[config.mk]
export PLATFORM = sky130hd
export DESIGN_NAME = conv3x3_window_flat
export DESIGN_NICKNAME = d
export VERILOG_FILES = /design/src/rtl/conv_pkg.sv /design/src/rtl/conv3x3_window_if.sv /design/src/rtl/conv_clamp.sv /design/src/rtl/conv3x3_window.sv /design/src/flat_wrapper.sv
export SDC_FILE = /design/constraint.sdc
export NUM_CORES = 1
export LEC_CHECK = 0
export BUFFER_PORTS_ARGS = -buffer_cell sky130_fd_sc_hd__buf_4
export CORE_MARGIN = 2
export CORE_UTILIZATION = 26
export DETAILED_ROUTE_END_ITERATION = 12
export GPL_ROUTABILITY_DRIVEN = 1
export MAX_ROUTING_LAYER = met4
export PLACE_DENSITY = 0.4
export SLEW_MARGIN = 20
export SYNTH_ARGS = -nofsm -noshare
export SYNTH_HDL_FRONTEND = slang
export SYNTH_SLANG_ARGS = --single-unit
[constraint.sdc]
create_clock -name clk_in -period 5.1 [get_ports clk_in]
set_input_delay 0.255 -clock clk_in [delete_from_list [all_inputs] [get_ports clk_in]]
set_output_delay 0.255 -clock clk_in [all_outputs]
set_load 0.02 [all_outputs]
[src/rtl/conv_pkg.sv]
`default_nettype none
// +----------------------------------------------------------------------+
// | conv_pkg: widths, kernel enum, coefficient and shift tables          |
// | Rev 1.0                                                              |
// +----------------------------------------------------------------------+
package conv_pkg;

  localparam int PIX_W   = 8;
  localparam int COEF_W  = 8;
  localparam int PROD_W  = 17;
  localparam int SUM_W   = 21;
  localparam int SHIFT_W = 3;

  typedef enum logic [1:0] {
    KSEL_IDENTITY  = 2'd0,
    KSEL_GAUSSIAN  = 2'd1,
    KSEL_SHARPEN   = 2'd2,
    KSEL_LAPLACIAN = 2'd3
  } kernel_sel_t;

  typedef logic signed [COEF_W-1:0]  coef_t;
  typedef logic signed [PROD_W-1:0]  prod_t;
  typedef logic signed [SUM_W-1:0]   sum_t;
  typedef logic        [SHIFT_W-1:0] shift_t;
  typedef coef_t kernel_coef_t [0:2][0:2];

  // Indexed [kernel][row][col]; row 0 is the top row, col 0 the oldest column.
  localparam kernel_coef_t COEF_TABLE [0:3] = '{
    '{'{ 8'sd0,  8'sd0,  8'sd0}, '{ 8'sd0,  8'sd1,  8'sd0}, '{ 8'sd0,  8'sd0,  8'sd0}},
    '{'{ 8'sd1,  8'sd2,  8'sd1}, '{ 8'sd2,  8'sd4,  8'sd2}, '{ 8'sd1,  8'sd2,  8'sd1}},
    '{'{ 8'sd0, -8'sd1,  8'sd0}, '{-8'sd1,  8'sd5, -8'sd1}, '{ 8'sd0, -8'sd1,  8'sd0}},
    '{'{ 8'sd0, -8'sd1,  8'sd0}, '{-8'sd1,  8'sd4, -8'sd1}, '{ 8'sd0, -8'sd1,  8'sd0}}
  };

  localparam shift_t SHIFT_TABLE [0:3] = '{3'd0, 3'd4, 3'd0, 3'd0};

  // Unsigned pixel times signed coefficient; explicit extension keeps widths exact.
  function automatic prod_t pix_mul(input logic [PIX_W-1:0] pix, input coef_t coef);
    prod_t pix_ext;
    prod_t coef_ext;
    pix_ext  = {{(PROD_W-PIX_W){1'b0}}, pix};
    coef_ext = {{(PROD_W-COEF_W){coef[COEF_W-1]}}, coef};
    return pix_ext * coef_ext;
  endfunction

endpackage
`default_nettype wire

[src/rtl/conv3x3_window_if.sv]
`default_nettype none
// +----------------------------------------------------------------------+
// | conv3x3_window_if: column stream in, filtered pixel stream out       |
// | Rev 1.0                                                              |
// +----------------------------------------------------------------------+
interface conv3x3_window_if;

  logic [2:0][7:0] data_in;
  logic [10:0]     hcount_in;
  logic [9:0]      vcount_in;
  logic            data_valid_in;
  logic [1:0]      kernel_select_in;
  logic [7:0]      pixel_data_out;
  logic [10:0]     hcount_out;
  logic [9:0]      vcount_out;
  logic            data_valid_out;

  modport master (
    output data_in, hcount_in, vcount_in, data_valid_in, kernel_select_in,
    input  pixel_data_out, hcount_out, vcount_out, data_valid_out
  );

  modport slave (
    input  data_in, hcount_in, vcount_in, data_valid_in, kernel_select_in,
    output pixel_data_out, hcount_out, vcount_out, data_valid_out
  );

endinterface
`default_nettype wire

[src/rtl/conv_clamp.sv]
`default_nettype none
// +----------------------------------------------------------------------+
// | conv_clamp: arithmetic right shift, saturate to 8-bit unsigned       |
// | Rev 1.0                                                              |
// +----------------------------------------------------------------------+
module conv_clamp
  import conv_pkg::*;
(
  input  logic signed [SUM_W-1:0] sum_in,
  input  logic [SHIFT_W-1:0]      shift_in,
  output logic [PIX_W-1:0]        pix_out
);

  sum_t shifted;

  always_comb begin
    shifted = sum_in >>> shift_in;
    pix_out = shifted[PIX_W-1:0];
    if (shifted[SUM_W-1]) begin
      pix_out = '0;
    end else if (|shifted[SUM_W-2:PIX_W]) begin
      pix_out = '1;
    end
  end

endmodule
`default_nettype wire

[src/rtl/conv3x3_window.sv]
`default_nettype none
// +----------------------------------------------------------------------+
// | conv3x3_window: 3x3 convolution over a column stream, 4-stage pipe   |
// | Rev 1.0                                                              |
// +----------------------------------------------------------------------+
module conv3x3_window
  import conv_pkg::*;
#(
  parameter int HRES = 1280,
  parameter int VRES = 720
) (
  input  logic            clk_in,
  input  logic            rst_in,
  conv3x3_window_if.slave bus
);

  localparam logic [10:0] H_LAST = 11'(HRES - 1);
  localparam logic [9:0]  V_LAST = 10'(VRES - 1);

  typedef logic [2:0][PIX_W-1:0] column_t;

  // Stage 1: window and per-column metadata
  column_t     col0_q, col0_d, col1_q, col1_d, col2_q, col2_d;
  logic [10:0] hc0_q, hc0_d, hc1_q, hc1_d;
  logic [9:0]  vc0_q, vc0_d, vc1_q, vc1_d;
  kernel_sel_t ks0_q, ks0_d, ks1_q, ks1_d;
  kernel_sel_t kernel_q, kernel_d;
  logic [1:0]  fill_q, fill_d;
  logic        win_valid_q, win_valid_d;

  // Stage 2: products
  prod_t            prod_q [9];
  prod_t            prod_d [9];
  logic [PIX_W-1:0] s2_centre_q, s2_centre_d;
  logic             s2_border_q, s2_border_d;
  kernel_sel_t      s2_kernel_q, s2_kernel_d;
  logic [10:0]      s2_hc_q, s2_hc_d;
  logic [9:0]       s2_vc_q, s2_vc_d;
  logic             s2_valid_q, s2_valid_d;

  // Stage 3: sum
  sum_t             sum_q, sum_d;
  logic [PIX_W-1:0] s3_centre_q, s3_centre_d;
  logic             s3_border_q, s3_border_d;
  kernel_sel_t      s3_kernel_q, s3_kernel_d;
  logic [10:0]      s3_hc_q, s3_hc_d;
  logic [9:0]       s3_vc_q, s3_vc_d;
  logic             s3_valid_q, s3_valid_d;

  // Stage 4: output registers
  logic [PIX_W-1:0] pix_out_q, pix_out_d, clamped;
  logic [10:0]      hc_out_q, hc_out_d;
  logic [9:0]       vc_out_q, vc_out_d;
  logic             valid_out_q, valid_out_d;

  logic        frame_start;
  kernel_sel_t beat_kernel;

  // The kernel rides with each column so a frame-boundary change never mixes kernels.
  assign frame_start = (bus.hcount_in == '0) && (bus.vcount_in == '0);
  assign beat_kernel = frame_start ? kernel_sel_t'(bus.kernel_select_in) : kernel_q;

  always_comb begin
    col0_d      = col0_q;
    col1_d      = col1_q;
    col2_d      = col2_q;
    hc0_d       = hc0_q;
    hc1_d       = hc1_q;
    vc0_d       = vc0_q;
    vc1_d       = vc1_q;
    ks0_d       = ks0_q;
    ks1_d       = ks1_q;
    kernel_d    = kernel_q;
    fill_d      = fill_q;
    win_valid_d = bus.data_valid_in && (fill_q != 2'd0);
    if (bus.data_valid_in) begin
      col0_d   = bus.data_in;
      col1_d   = col0_q;
      col2_d   = col1_q;
      hc0_d    = bus.hcount_in;
      hc1_d    = hc0_q;
      vc0_d    = bus.vcount_in;
      vc1_d    = vc0_q;
      ks0_d    = beat_kernel;
      ks1_d    = ks0_q;
      kernel_d = beat_kernel;
      if (fill_q != 2'd2) begin
        fill_d = fill_q + 2'd1;
      end
    end
  end

  always_comb begin
    for (int r = 0; r < 3; r++) begin
      prod_d[r*3+0] = pix_mul(col2_q[r], COEF_TABLE[ks1_q][r][0]);
      prod_d[r*3+1] = pix_mul(col1_q[r], COEF_TABLE[ks1_q][r][1]);
      prod_d[r*3+2] = pix_mul(col0_q[r], COEF_TABLE[ks1_q][r][2]);
    end
    s2_centre_d = col1_q[1];
    s2_border_d = (hc1_q == '0) || (hc1_q == H_LAST) || (vc1_q == '0) || (vc1_q == V_LAST);
    s2_kernel_d = ks1_q;
    s2_hc_d     = hc1_q;
    s2_vc_d     = vc1_q;
    s2_valid_d  = win_valid_q;
  end

  always_comb begin
    sum_d = '0;
    for (int i = 0; i < 9; i++) begin
      sum_d = sum_d + {{(SUM_W-PROD_W){prod_q[i][PROD_W-1]}}, prod_q[i]};
    end
    s3_centre_d = s2_centre_q;
    s3_border_d = s2_border_q;
    s3_kernel_d = s2_kernel_q;
    s3_hc_d     = s2_hc_q;
    s3_vc_d     = s2_vc_q;
    s3_valid_d  = s2_valid_q;
  end

  conv_clamp u_clamp (
    .sum_in   (sum_q),
    .shift_in (SHIFT_TABLE[s3_kernel_q]),
    .pix_out  (clamped)
  );

  always_comb begin
    pix_out_d   = pix_out_q;
    hc_out_d    = hc_out_q;
    vc_out_d    = vc_out_q;
    valid_out_d = s3_valid_q;
    if (s3_valid_q) begin
      pix_out_d = s3_border_q ? s3_centre_q : clamped;
      hc_out_d  = s3_hc_q;
      vc_out_d  = s3_vc_q;
    end
  end

  always_ff @(posedge clk_in) begin
    if (rst_in) begin
      col0_q      <= '0;
      col1_q      <= '0;
      col2_q      <= '0;
      hc0_q       <= '0;
      hc1_q       <= '0;
      vc0_q       <= '0;
      vc1_q       <= '0;
      ks0_q       <= KSEL_IDENTITY;
      ks1_q       <= KSEL_IDENTITY;
      kernel_q    <= KSEL_IDENTITY;
      fill_q      <= '0;
      win_valid_q <= 1'b0;
    end else begin
      col0_q      <= col0_d;
      col1_q      <= col1_d;
      col2_q      <= col2_d;
      hc0_q       <= hc0_d;
      hc1_q       <= hc1_d;
      vc0_q       <= vc0_d;
      vc1_q       <= vc1_d;
      ks0_q       <= ks0_d;
      ks1_q       <= ks1_d;
      kernel_q    <= kernel_d;
      fill_q      <= fill_d;
      win_valid_q <= win_valid_d;
    end
  end

  always_ff @(posedge clk_in) begin
    if (rst_in) begin
      for (int i = 0; i < 9; i++) begin
        prod_q[i] <= '0;
      end
      s2_centre_q <= '0;
      s2_border_q <= 1'b0;
      s2_kernel_q <= KSEL_IDENTITY;
      s2_hc_q     <= '0;
      s2_vc_q     <= '0;
      s2_valid_q  <= 1'b0;
      sum_q       <= '0;
      s3_centre_q <= '0;
      s3_border_q <= 1'b0;
      s3_kernel_q <= KSEL_IDENTITY;
      s3_hc_q     <= '0;
      s3_vc_q     <= '0;
      s3_valid_q  <= 1'b0;
      pix_out_q   <= '0;
      hc_out_q    <= '0;
      vc_out_q    <= '0;
      valid_out_q <= 1'b0;
    end else begin
      for (int i = 0; i < 9; i++) begin
        prod_q[i] <= prod_d[i];
      end
      s2_centre_q <= s2_centre_d;
      s2_border_q <= s2_border_d;
      s2_kernel_q <= s2_kernel_d;
      s2_hc_q     <= s2_hc_d;
      s2_vc_q     <= s2_vc_d;
      s2_valid_q  <= s2_valid_d;
      sum_q       <= sum_d;
      s3_centre_q <= s3_centre_d;
      s3_border_q <= s3_border_d;
      s3_kernel_q <= s3_kernel_d;
      s3_hc_q     <= s3_hc_d;
      s3_vc_q     <= s3_vc_d;
      s3_valid_q  <= s3_valid_d;
      pix_out_q   <= pix_out_d;
      hc_out_q    <= hc_out_d;
      vc_out_q    <= vc_out_d;
      valid_out_q <= valid_out_d;
    end
  end

  assign bus.pixel_data_out = pix_out_q;
  assign bus.hcount_out     = hc_out_q;
  assign bus.vcount_out     = vc_out_q;
  assign bus.data_valid_out = valid_out_q;

endmodule
`default_nettype wire

[src/flat_wrapper.sv]
// flat-port wrapper written by rule: the top's interface ports become plain ports
module conv3x3_window_flat import conv_pkg::*;
#(
  parameter int HRES = 1280,
  parameter int VRES = 720
)
  (clk_in, rst_in, bus_data_in, bus_hcount_in, bus_vcount_in, bus_data_valid_in, bus_kernel_select_in, bus_pixel_data_out, bus_hcount_out, bus_vcount_out, bus_data_valid_out);
  conv3x3_window_if bus_i ();
  input  logic clk_in;
  input  logic rst_in;
  input wire logic [$bits(bus_i.data_in)-1:0] bus_data_in;
  input wire logic [$bits(bus_i.hcount_in)-1:0] bus_hcount_in;
  input wire logic [$bits(bus_i.vcount_in)-1:0] bus_vcount_in;
  input wire logic [$bits(bus_i.data_valid_in)-1:0] bus_data_valid_in;
  input wire logic [$bits(bus_i.kernel_select_in)-1:0] bus_kernel_select_in;
  output wire logic [$bits(bus_i.pixel_data_out)-1:0] bus_pixel_data_out;
  output wire logic [$bits(bus_i.hcount_out)-1:0] bus_hcount_out;
  output wire logic [$bits(bus_i.vcount_out)-1:0] bus_vcount_out;
  output wire logic [$bits(bus_i.data_valid_out)-1:0] bus_data_valid_out;
  assign bus_i.data_in = bus_data_in;
  assign bus_i.hcount_in = bus_hcount_in;
  assign bus_i.vcount_in = bus_vcount_in;
  assign bus_i.data_valid_in = bus_data_valid_in;
  assign bus_i.kernel_select_in = bus_kernel_select_in;
  assign bus_pixel_data_out = bus_i.pixel_data_out;
  assign bus_hcount_out = bus_i.hcount_out;
  assign bus_vcount_out = bus_i.vcount_out;
  assign bus_data_valid_out = bus_i.data_valid_out;
  conv3x3_window #(.HRES(HRES), .VRES(VRES)) u_core (.clk_in(clk_in), .rst_in(rst_in), .bus(bus_i));
endmodule
After elaboration in Yosys (flattened, before gate mapping)
Memory sizes are Yosys's and may differ from the RTL's.
Cells that the tools add are included.
{"block": "classes", "multipliers": 9, "n_bitwise": 11, "shifts": 1, "n_eq_ne": 3, "n_reduce_logical": 13, "addsub": 9, "muxes": 21, "magnitude_cmp": 2}
{"op": "$mul A9 B8 Y17", "n": 9}
{"op": "$mux W17", "n": 9}
{"op": "$add A21 B21 Y21", "n": 7}
{"op": "$bmux W72 S2", "n": 1}
{"op": "$mux W72", "n": 2}
{"op": "$mux W8", "n": 3}
{"op": "$logic_not A11 Y1", "n": 2}
{"op": "$sshr A21 B3 Y21", "n": 1}
{"op": "$logic_not A10 Y1", "n": 2}
{"op": "$add A17 B17 Y18", "n": 1}
{"op": "$reduce_or A12 Y1", "n": 1}
{"op": "$eq A11 B11 Y1 const B", "n": 1}
{"op": "$eq A10 B10 Y1 const B", "n": 1}
{"op": "$or A1 B1 Y1", "n": 9}
{"op": "$bmux W3 S2", "n": 1}
{"op": "$ge A3 B3 Y1 const B", "n": 2}
{"op": "$mux W3", "n": 2}
{"op": "$not A2 Y3", "n": 2}
{"op": "$reduce_and A2 Y1", "n": 2}
{"op": "$logic_or A1 B1 Y1", "n": 3}
{"op": "$mux W1", "n": 3}
{"op": "$add A2 B1 Y2 const B", "n": 1}
{"op": "$logic_and A1 B1 Y1", "n": 2}
{"op": "$ne A2 B2 Y1 const B", "n": 1}
{"op": "$reduce_bool A2 Y1", "n": 1}
{"block": "totals", "ff_bits": 238, "word_cells": 104, "memories": 1, "ramBits": 153}
{"memory": "u_core.prod_q", "depth": 9, "width": 17, "read_ports": 9, "rd_clocked_by_memory_dff": 0, "write_ports": 9, "line": "conv3x3_window.sv:32", "source": "prod_t prod_q [9];"}

Longest topological paths before layout
Gate-level depths: netlist of the first run.
{"block": "logic_depth", "depth_word": 9, "depth_mapped": 23, "ltp_nobuf": 23}

By module
A second synthesis of the first run with hierarchy kept.
{"block": "hier_totals", "hier_cells": 2272, "area_unflattened_um2": 22601.7}
{"module": "conv3x3_window", "area_per_inst_um2": 22057.4, "n_inst": 1, "cells_per_inst": 2214}
{"module": "conv_clamp", "area_per_inst_um2": 544.3, "n_inst": 1, "cells_per_inst": 58}

Least setup slack after synthesis of the first run
Ideal clock, no wire load.
{"block": "synth_path", "kind": "reg-to-reg", "startpoint": "memory u_core.prod_q[0][0] (netlist name)", "endpoint": "register u_core.sum_q[17]", "setup_ns": 0.128, "arrival_time_ns": 5.333, "path_stages_with_launch": 24, "n_path_buf": 0, "period_less_slack_ns": 5.461, "setup_slack_ns": -0.361, "cell_sequence": "dfxtp_1 > ha_1 > inv_1 > fa_1 > nor2_1 > o21ai_0 > a21oi_1 > o41ai_1 > nor3_1 > xnor2_1 > ha_1 > fa_1 > fa_1 > inv_1 > fa_1 > inv_1 > ha_1 > a21o_1 > o21bai_1 > a2111oi_0 > o22ai_1 > a21oi_1 > xor2_1 > nor2_1"}
{"element": "start: declaration", "line": "conv3x3_window.sv:32"}
{"element": "end signal: assignment", "line": "conv3x3_window.sv:200", "source": "sum_q <= sum_d;"}
{"element": "end: declaration", "line": "conv3x3_window.sv:42", "source": "sum_t sum_q, sum_d;"}

==> metrics.md, run 1 <==
| Metric | Value |
|---|---|
| Tmin final | `roughly 5.3 ns` |
| Iteration-0 DRC Markers | `518` |
| First-pass iteration count of the detailed router | `5` |
| CP Max Fanout | `3` |
| Status | `complete, but fails checks` |
| Final HPWL DP | `44,500 um` |
| Largest net degree at the start of global routing | `184` |
| H-Tree Depth | `2` |
| Final max-slew violation count | `0` |
| Syn Std Cell Area | `approximately 22,000 um2` |
| Worst skew pair latency | `between 0.5 and 0.6 ns` |
| Initial core utilization | `26.3%` |
| # DRC | `0` |
| Worst R2R Setup Slack | `-0.23 ns` |
| Tcrit/Tclk final | `104%` |
| Maxcap violations | `0` |
| Critical path class | `register to register` |
| CP max-delay cell | `fa_1` |
| Prevailing post-synth register cell | `dfxtp_1` |
| Failing checks | `negative setup slack` |
| Clk root buf | `clkbuf_16` |
| Register area share after synthesis | `31.2%` |
| Synth Area in Compound Gates | `5.99%` |
| Delay-heaviest family, CP | `adder cells` |
| Main combinational cell family by area after synthesis | `adder cells` |
| Ys async rst share | `0%` |
| I/O Buffers | `roughly 80` |
| Placer congestion estimate | `0.796` |
| Worst flop-to-flop path endpoint | `u_core.sum_q[18]` |
| Area of the multi-input gates | `~14,000 um2` |
| Clock Sinks | `around 350` |
| Fmax | `188 MHz` |
| Placement Setup Slack | `-0.464 ns` |
| Layout cell share with drive strength beyond 1 | `between 10 and 15%` |
| Gr busiest metal | `met2` |
| Critical R2R Launch | `u_core.prod_q[0][0]` |
| Overall routing resource usage | `a little over an eighth` |
| Synth-to-layout area growth | `22.5%` |
| Post-synth EDFFs | `0` |
| CP Launch Point | `u_core.prod_q[0][0]` |
| Worst hold path type | `input port to register` |
| Syn nets | `between 2,000 and 3,000` |
| Critical path, cell by cell | `ha_4 -> inv_2 -> fa_2 -> nor2_2 -> o21ai_2 -> a21oi_2 -> buf_4 -> o41ai_4 -> buf_4 -> xnor2_1 -> ha_2 -> inv_2 -> fa_1 -> fa_1 -> fa_1 -> inv_2 -> ha_4 -> o21ai_2 -> or2b_4 -> o311a_4 -> a2111o_1 -> nor2_1 -> nor2_1 -> a221oi_2` |
| Mux share of post-synthesis cell area | `just over 6%` |
| FP Rows | `about 110` |
| Setup-failing EPs final | `10` |
| Unrepaired setup endpoints after global routing | `true` |
| Final WL | `about 57,000 um` |
| Vias in the first global route | `16,284` |
| Post-synthesis register bit count | `approximately 350` |
| Layout Nets | `approximately 3,000` |
| Min-delay src | `rst_in` |
| CP Depth | `24` |
| Slew margin rel. | `between 30% and 40%` |
| CTS buffer count | `roughly 40` |
| Power per Cell Area | `between 200 and 250 nW/um2` |
| M2 GR Usage | `roughly a fifth` |
| Grt ovf | `0` |
| Netlist cell types | `58` |
| Post-synthesis simple-gate area fraction | `about 14%` |
| Crit path buffers/inverters | `5` |
| Critical path's largest stage delay | `about 0.54 ns` |
| Drt wl/cell | `~16 um` |
| Nature of the critical path startpoint | `register` |
| Maximum VDD drop | `between 0.15 and 0.2 mV` |
| First-pass GRT wire length | `a little over 90,000 um` |
| CTS tree | `done` |
| Crit path DAT | `5.80 ns` |
| Fillcell total | `roughly 8,900` |
| Fin worst setup slack | `-0.227 ns` |
| CP Capture Type | `register` |
| Reg2reg path depth | `24` |
| Skew final | `approximately 0.033 ns` |
| DRT antenna net count | `0` |
| Synth warn | `0` |
| Core Box Area | `85,300 um2` |
| Initial antenna violation count | `6` |
| Syn_area_per_cell | `9.96 um2` |
| Post-DR vias/cell | `approximately 4.2` |
| Met1 usage | `between 10% and 20%` |
| Final Util | `32.2%` |
| Final Hold Vio Count | `0` |
| Adder-Cell Fraction of Synth Area | `about 33%` |
| Die width | `297 um` |
| Die area | `88,500 um2` |
| Tot Pwr | `between 6 and 7 mW` |
| Crit path to | `u_core.sum_q[18]` |
| I/O pin count | `80` |
| Via Count | `between 15,000 and 20,000` |
| Critical Path RT | `approximately 5.6 ns` |
| Met3 Use GR | `under 10%` |
| Synth Area in XOR/XNOR | `under 10%` |
| Clock-pin slew on the worst setup and hold paths | `about 0.060 ns` |
| Lkg Pwr | `approximately 13 nW` |
| Die outline height | `just under 300 um` |
| CTS max path bufs | `3` |
| Syn Inst Count | `2,249` |
| Register area | `~7000 um2` |
| Worst-margin pin slew | `0.994 ns` |
-- metal layers --
layer,routed length [um],vias to the layer above
li1,-,7634
met1,28600,7337
met2,25800,167
met3,1550,58
met4,986,0
met5,0,-
-- cell usage after synthesis (all sizes together) (4+ instances only) --
cell type	number	area share, %
a31oi	4	0.11
and3	5	0.15
nor3	20	0.45
o21ai	45	1.0
o211ai	4	0.16
o31ai	6	0.20
a21o	26	0.90
o21bai	4	0.13
xor2	39	1.5
fa	222	20
nor2	246	4.1
nor2b	169	4.7
nand2b	24	0.67
ha	243	14
o21a	15	0.50
a311oi	9	0.35
buf	16	0.33
nand3	17	0.38
dfxtp	349	31
nor4	11	0.31
a211oi	17	0.57
nand2	76	1.3
mux2i	139	6.2
a21oi	54	1.2
and2	48	1.3
nand4	5	0.14
xnor2	27	1.1
inv	319	5.3
clkbuf	57	0.96
-- layout make-up --
class                      count  area share (%)
clock inverter                21           0.953
tap                         1144            5.22
clock buffer                  54            4.24
timing repair buffer         243            7.40
antenna                        1         0.00912
multi-input combinational   1508            52.3
inverter                     319            4.36
sequential                   349            25.5
-- worst reg2reg max path, stage by stage (launching register included) --
cell and delay (ns):
dfxtp_2 0.33, ha_4 0.16, inv_2 0.05, fa_2 0.19, nor2_2 0.05, o21ai_2 0.14, a21oi_2 0.09, buf_4 0.15
o41ai_4 0.38, buf_4 0.18, xnor2_1 0.06, ha_2 0.33, inv_2 0.04, fa_1 0.52, fa_1 0.43, fa_1 0.54
inv_2 0.05, ha_4 0.21, o21ai_2 0.10, or2b_4 0.27, o311a_4 0.14, a2111o_1 0.42, nor2_1 0.12, nor2_1 0.07
a221oi_2 0.22
-- placed cells by master, fill, tap and decap left out, types with 5 or more instances in the layout --
| master | instances |
|---|---|
| a21o_1 | 21 |
| inv_2 | 17 |
| buf_6 | 7 |
| nand4_1 | 5 |
| a211oi_1 | 16 |
| nand3_1 | 16 |
| nor2b_1 | 168 |
| xor2_1 | 39 |
| mux2i_1 | 139 |
| o31ai_1 | 5 |
| a21oi_2 | 10 |
| and2_1 | 46 |
| dlygate4sd3_1 | 47 |
| nor4_1 | 11 |
| clkbuf_8 | 9 |
| fa_1 | 216 |
| ha_1 | 229 |
| nor2_1 | 239 |
| a311oi_1 | 8 |
| inv_1 | 302 |
| ha_4 | 11 |
| a21oi_1 | 43 |
| nor2_2 | 5 |
| fa_2 | 6 |
| clkbuf_16 | 42 |
| o21ai_0 | 37 |
| nand2b_1 | 23 |
| buf_4 | 184 |
| dfxtp_1 | 344 |
| clkinv_2 | 11 |
| nor3_1 | 18 |
| nand2_1 | 71 |
| xnor2_1 | 23 |
| o21a_1 | 15 |
| nand2_2 | 5 |
-- metrics by stage --
| stage | hold slack [ns] | TNS, ns | std cells | cell area [um2] |
|---|---|---|---|---|
| finish | 0.167 | -1.31 | 3639 | 27400 |
| global route | 0.199 | -3.78 | 3638 | 27400 |
| CTS | 0.178 | -1.59 | 3633 | 27200 |
| detailed placement | 0.425 | -3.41 | 3505 | 25100 |
| global placement | 0.423 | -2.61 | 3505 | 25100 |
| floorplan | 0.334 | 0 | 2249 | 22500 |
-- power breakdown --
part | internal, mW | switching, mW
logic | 0.132 | 0.137
registers | 2.78 | 0.0515
clock network | 1.83 | 1.24
-- how the worst min path moves through the flow --
| stage | end | slack, ns | depth (start not counted) |
|---|---|---|---|
| global route | u_core.s2_vc_d[2] | 0.20 | 2 |
| finish | u_core.s2_vc_d[2] | 0.17 | 2 |
| detailed placement | u_core.s3_kernel_q[1] | 0.43 | 1 |
| CTS | u_core.s2_vc_d[2] | 0.18 | 2 |
| floorplan | u_core.s2_kernel_q[0] | 0.33 | 1 |
| global placement | u_core.s3_vc_q[5] | 0.42 | 1 |
-- kinds of logic after synthesis --
kind of cell | after synthesis
AND/OR/NAND/NOR | 633
adder cells (fa/ha/maj) | 465
buffers and inverters | 392
flip-flops | 349
AO/OA/AOI/OAI | 205
multiplexers | 139
XOR/XNOR | 66
-- flip-flops by register name, indices dropped and copies added, names as in the netlist, 8 cells and up --
signal,cells
u_core.s2_centre_d,8
u_core.bus.pixel_data_out,8
u_core.s3_centre_q,8
u_core.col1_q,16
u_core.prod_q,111
u_core.col0_q,24
u_core.hc0_q,11
u_core.sum_q,21
u_core.s2_centre_q,8
u_core.s2_vc_q,10
u_core.s3_hc_q,11
u_core.bus.vcount_out,10
u_core.s2_hc_q,11
u_core.s2_vc_d,10
u_core.vc0_q,10
u_core.col2_q,24
u_core.hc1_q,11
u_core.s3_vc_q,10
u_core.bus.hcount_out,11
-- timing repair --
action / CTS / global route
hold buffers: 47 / 0
resized for setup: 44 / 52
cloned: 0 / 1
hold endpoints to repair: 47 / 0
pin swaps: 40 / 43
endpoints found under the setup margin: 11 / 23
setup buffers: 7 / 4
Power figures use the tool's default switching activity.
==> inputs of run 2 (changes only) <==
SYNTH_HIERARCHICAL = 1   (was default)
==> metrics.md, run 2 <==
| Metric | Value |
|---|---|
| Sw frac | `23.0% (-0.19 points)` |
| Placement Setup Slack | `0.268 ns (+0.733 ns)` |
| CP Capture Type | `register` |
| Clock-pin slew on the worst setup and hold paths | `0.06 ns (about the same)` |
| Maximum VDD drop | `0.213 mV (+16%)` |
| Core Box Area | `86,500 um2 (+1.4%)` |
| Clock Sinks | `349 (unchanged)` |
| Post-CTS repair timing setup buffer count | `0 (-7)` |
| Dpl cell area | `24,600 um2 (-1.8%)` |
| Placed Instances | `3,462 (-1.2%)` |
| Vias in the first global route | `16,455 (+1.1%)` |
| Final Cell Area | `26,700 um2 (-2.8%)` |
| Min-Delay Path Depth | `2 (unchanged)` |
| Netlist cell types | `61 (+5.2%)` |
| Lkg Pwr | `13.1 nW (-0.98%)` |
| Most common cell after layout, fill and taps aside | `inv_1` |
| Final Util | `30.8% (-1.3 points)` |
| Part of the power in combinational logic | `4.6% (+0.2 points)` |
| Flop pwr share | `44.1% (-1.8 points)` |
| First-pass GRT wire length | `93,600 um (+1.8%)` |
| Status | `finished clean` |
| Post-synth EDFFs | `0 (unchanged)` |
| Skew final | `0.0259 ns (-0.00713 ns)` |
| Nature of the critical path startpoint | `register` |
| Register bank with the most flops | `u_core/prod_q` |
| Final Hold Vio Count | `0 (unchanged)` |
| Worst R2R Setup Slack | `0.29 ns (+0.52 ns)` |
| Die area | `89,300 um2 (+0.91%)` |
| CP Max Fanout | `28 (+25)` |
| Crit path DAT | `5.25 ns (-0.55 ns)` |
| Synth-to-layout area growth | `18.0%` |
| Grt ovf | `0 (unchanged)` |
| Largest net degree at the start of global routing | `103 (-44%)` |
| Initial antenna violation count | `4 (-2)` |
| Tcrit/Tclk final | `94.3% (-10 points)` |
| Fmax | `208 MHz (+11%)` |
| Register area share after synthesis | `30.9% (-0.28 points)` |
| Synth area leader | `dfxtp_1` |
| Prevailing post-synth register cell | `dfxtp_1` |
| P_sw | `1.48 mW (+3.1%)` |
| H-Tree Depth | `2 (unchanged)` |
| Worst skew pair latency | `0.58 ns (about the same)` |
| Most frequent cells in the layout | `377 x inv_1, 347 x dfxtp_1, 265 x nor2_1` |
| Worst-margin pin slew | `1.08 ns (+0.0855 ns)` |
| DRT antenna net count | `0 (unchanged)` |
| Worst hold slack | `0.0970 ns (-0.0700 ns)` |
| Syn Inst Count | `2,272 (+1.0%)` |
| Placer congestion estimate | `0.834 (+4.7%)` |
| Power per Cell Area | `241 nW/um2 (+7.0%)` |
| CTS buffer count | `44 (+7.3%)` |
| Final WL | `58,400 um (+2.6%)` |
| First-pass iteration count of the detailed router | `5 (unchanged)` |
| Die width | `299 um (+0.45%)` |
| Maxcap violations | `0 (unchanged)` |
| Layout cell share with drive strength beyond 1 | `8.95% (-5.8 points)` |
| Overall routing resource usage | `13.7% (+0.29 points)` |
| I/O pin count | `80 (unchanged)` |
| Via Count | `15,134 (-0.41%)` |
| Max reg flops | `111 (unchanged)` |
| Critical R2R Launch | `u_core/ks1_q[1]` |
| Worst flop-to-flop path endpoint | `u_core/prod_q[0][100]` |
| Tot Pwr | `6.41 mW (+4.0%)` |
| Layout Nets | `2,911 (-2.2%)` |
| Hold Crit Endpoint | `u_core/prod_q[0][64]` |
| Fin worst setup slack | `0.289 ns (+0.516 ns)` |
| Die outline height | `299 um (+0.45%)` |
| Slew margin rel. | `28.0% (-5.7 points)` |
| Synth warn | `6 (+6)` |
| Internal power | `4.94 mW (+4.2%)` |
| Syn_area_per_cell | `9.95 um2 (about the same)` |
| Ys async rst share | `0% (unchanged)` |
| Clk root buf | `clkbuf_16` |
| Leading cell types by total area after synthesis | `dfxtp_1 31%, fa_1 20%, ha_1 13%, mux2i_1 7.2%, inv_1 6.3%` |
| Tmin final | `4.81 ns (-0.516 ns)` |
| Top flop regs | `u_core/prod_q (111), u_core/col0_q (24), u_core/col2_q (24)` |
| # DRC | `0 (unchanged)` |
| Count leader, synth | `inv_1` |
| Critical Path RT | `5.54 ns (-0.03 ns)` |
| Syn Std Cell Area | `22,600 um2 (+0.92%)` |
| Top cell type's share of synthesized area | `30.9% (-0.28 points)` |
| Final max-slew violation count | `0 (unchanged)` |
| FP Rows | `108 (+0.93%)` |
| Critical path class | `register to register` |
| Clock group share of total power | `51.3% (+1.6 points)` |
| List of most frequent post-synthesis cells | `379 x inv_1, 349 x dfxtp_1, 265 x nor2_1, 234 x ha_1, 226 x fa_1` |
| Iteration-0 DRC Markers | `624 (+20%)` |
| Reg2reg path depth | `18 (-25%)` |
| CTS tree | `done` |
| Setup-failing EPs final | `0 (-10)` |
| Min-delay src | `rst_in` |
| Initial core utilization | `26.1% (-0.13 points)` |
| Post-DR vias/cell | `4.21 (+0.90%)` |
| Fin cells | `3,592 (-1.3%)` |
| Setup TNS | `0 ns (+1.31 ns)` |
| Drt wl/cell | `16.3 um (+4.0%)` |
| Post-synthesis register bit count | `349 (unchanged)` |
| Final HPWL DP | `45,800 um (+3.0%)` |
| Worst hold path type | `input port to register` |
| I/O Buffers | `79 (unchanged)` |
| CTS max path bufs | `3 (unchanged)` |
[run 2: cell count changes after synthesis, sizes merged, moves of 16 or more]
cell	before	now
and3	5	35
xor2	39	19
nor2b	169	108
nand2	76	53
mux2i	139	164
inv	319	379
nor2	246	265
a21o	26	10
[run 2: power groups by stage]
stage	clock (mW)	sequential [mW]	combinational (mW)
6_report	3.29	2.83	0.295
2_1_floorplan	0	2.87	0.176
3_5_place_dp	0	2.89	0.267
5_1_grt	3.51	2.83	0.327
4_1_cts	3.41	2.83	0.299
3_3_place_gp	0	2.89	0.264
[run 2: routing by layer]
| layer | wire [um] | up-vias | track usage [%] | share of wire [%] |
|---|---|---|---|---|
| li1 | - | 7515 | - | - |
| met1 | 28400 | 7360 | 18.2 | 49 |
| met2 | 27600 | 199 | 22.5 | 47 |
| met3 | 1460 | 60 | 1.62 | 2.5 |
| met4 | 917 | 0 | 2.87 | 1.6 |
| met5 | 0 | - | - | 0 |
[run 2: cell families after synthesis]
logic type | count (synthesis) | share of synthesized area [%]
AO/OA/AOI/OAI | 184 | 5.38
flip-flops | 349 | 30.9
multiplexers | 172 | 7.91
adder cells (fa/ha/maj) | 460 | 33.0
other | 1 | 0.0166
buffers and inverters | 458 | 7.79
AND/OR/NAND/NOR | 598 | 13.1
XOR/XNOR | 50 | 1.94
[run 2: repair_timing]
action / 4_1_cts / 5_1_grt
hold endpoints to repair: 47 / 0
hold buffers: 47 / 0
resized for setup: 0 / 2
setup endpoints to repair: 0 / 2
[run 2: worst max-delay path by stage]
stage | from | end
final | u_core/ks1_q[1] | u_core/prod_q[0][100]
after global routing | u_core/ks1_q[1] | u_core/prod_q[0][134]
after CTS | u_core/ks1_q[1] | u_core/prod_q[0][32]
after global placement | u_core/col0_q[15] | u_core/prod_q[0][100]
after detailed placement | u_core/ks1_q[1] | u_core/prod_q[0][100]
after floorplan | u_core/ks1_q[1] | u_core/prod_q[0][66]
[run 2: layout make-up]
type / instances / area [um2]
Sequential cell: 349 / 6990
Tap cell: 1155 / 1450
Timing Repair Buffer: 161 / 1400
Multi-Input combinational cell: 1466 / 13900
Clock inverter: 23 / 317
Antenna cell: 2 / 5.00
Fill cell: 9042 / 59800
Clock buffer: 57 / 1230
Inverter: 379 / 1420
[run 2: worst max-delay path: stages, from the launching register on]
cell      delay (ns)
dfxtp_2         0.34
buf_12          0.17
nand2_1         0.12
inv_1           0.16
fa_1            0.56
inv_1           0.05
fa_1            0.48
inv_1           0.06
fa_1            0.53
inv_1           0.05
fa_1            0.52
inv_1           0.04
ha_1            0.35
a21oi_1         0.14
o211a_1         0.22
a21boi_0        0.14
o41ai_1         0.37
xor2_1          0.31
nor2_1          0.07
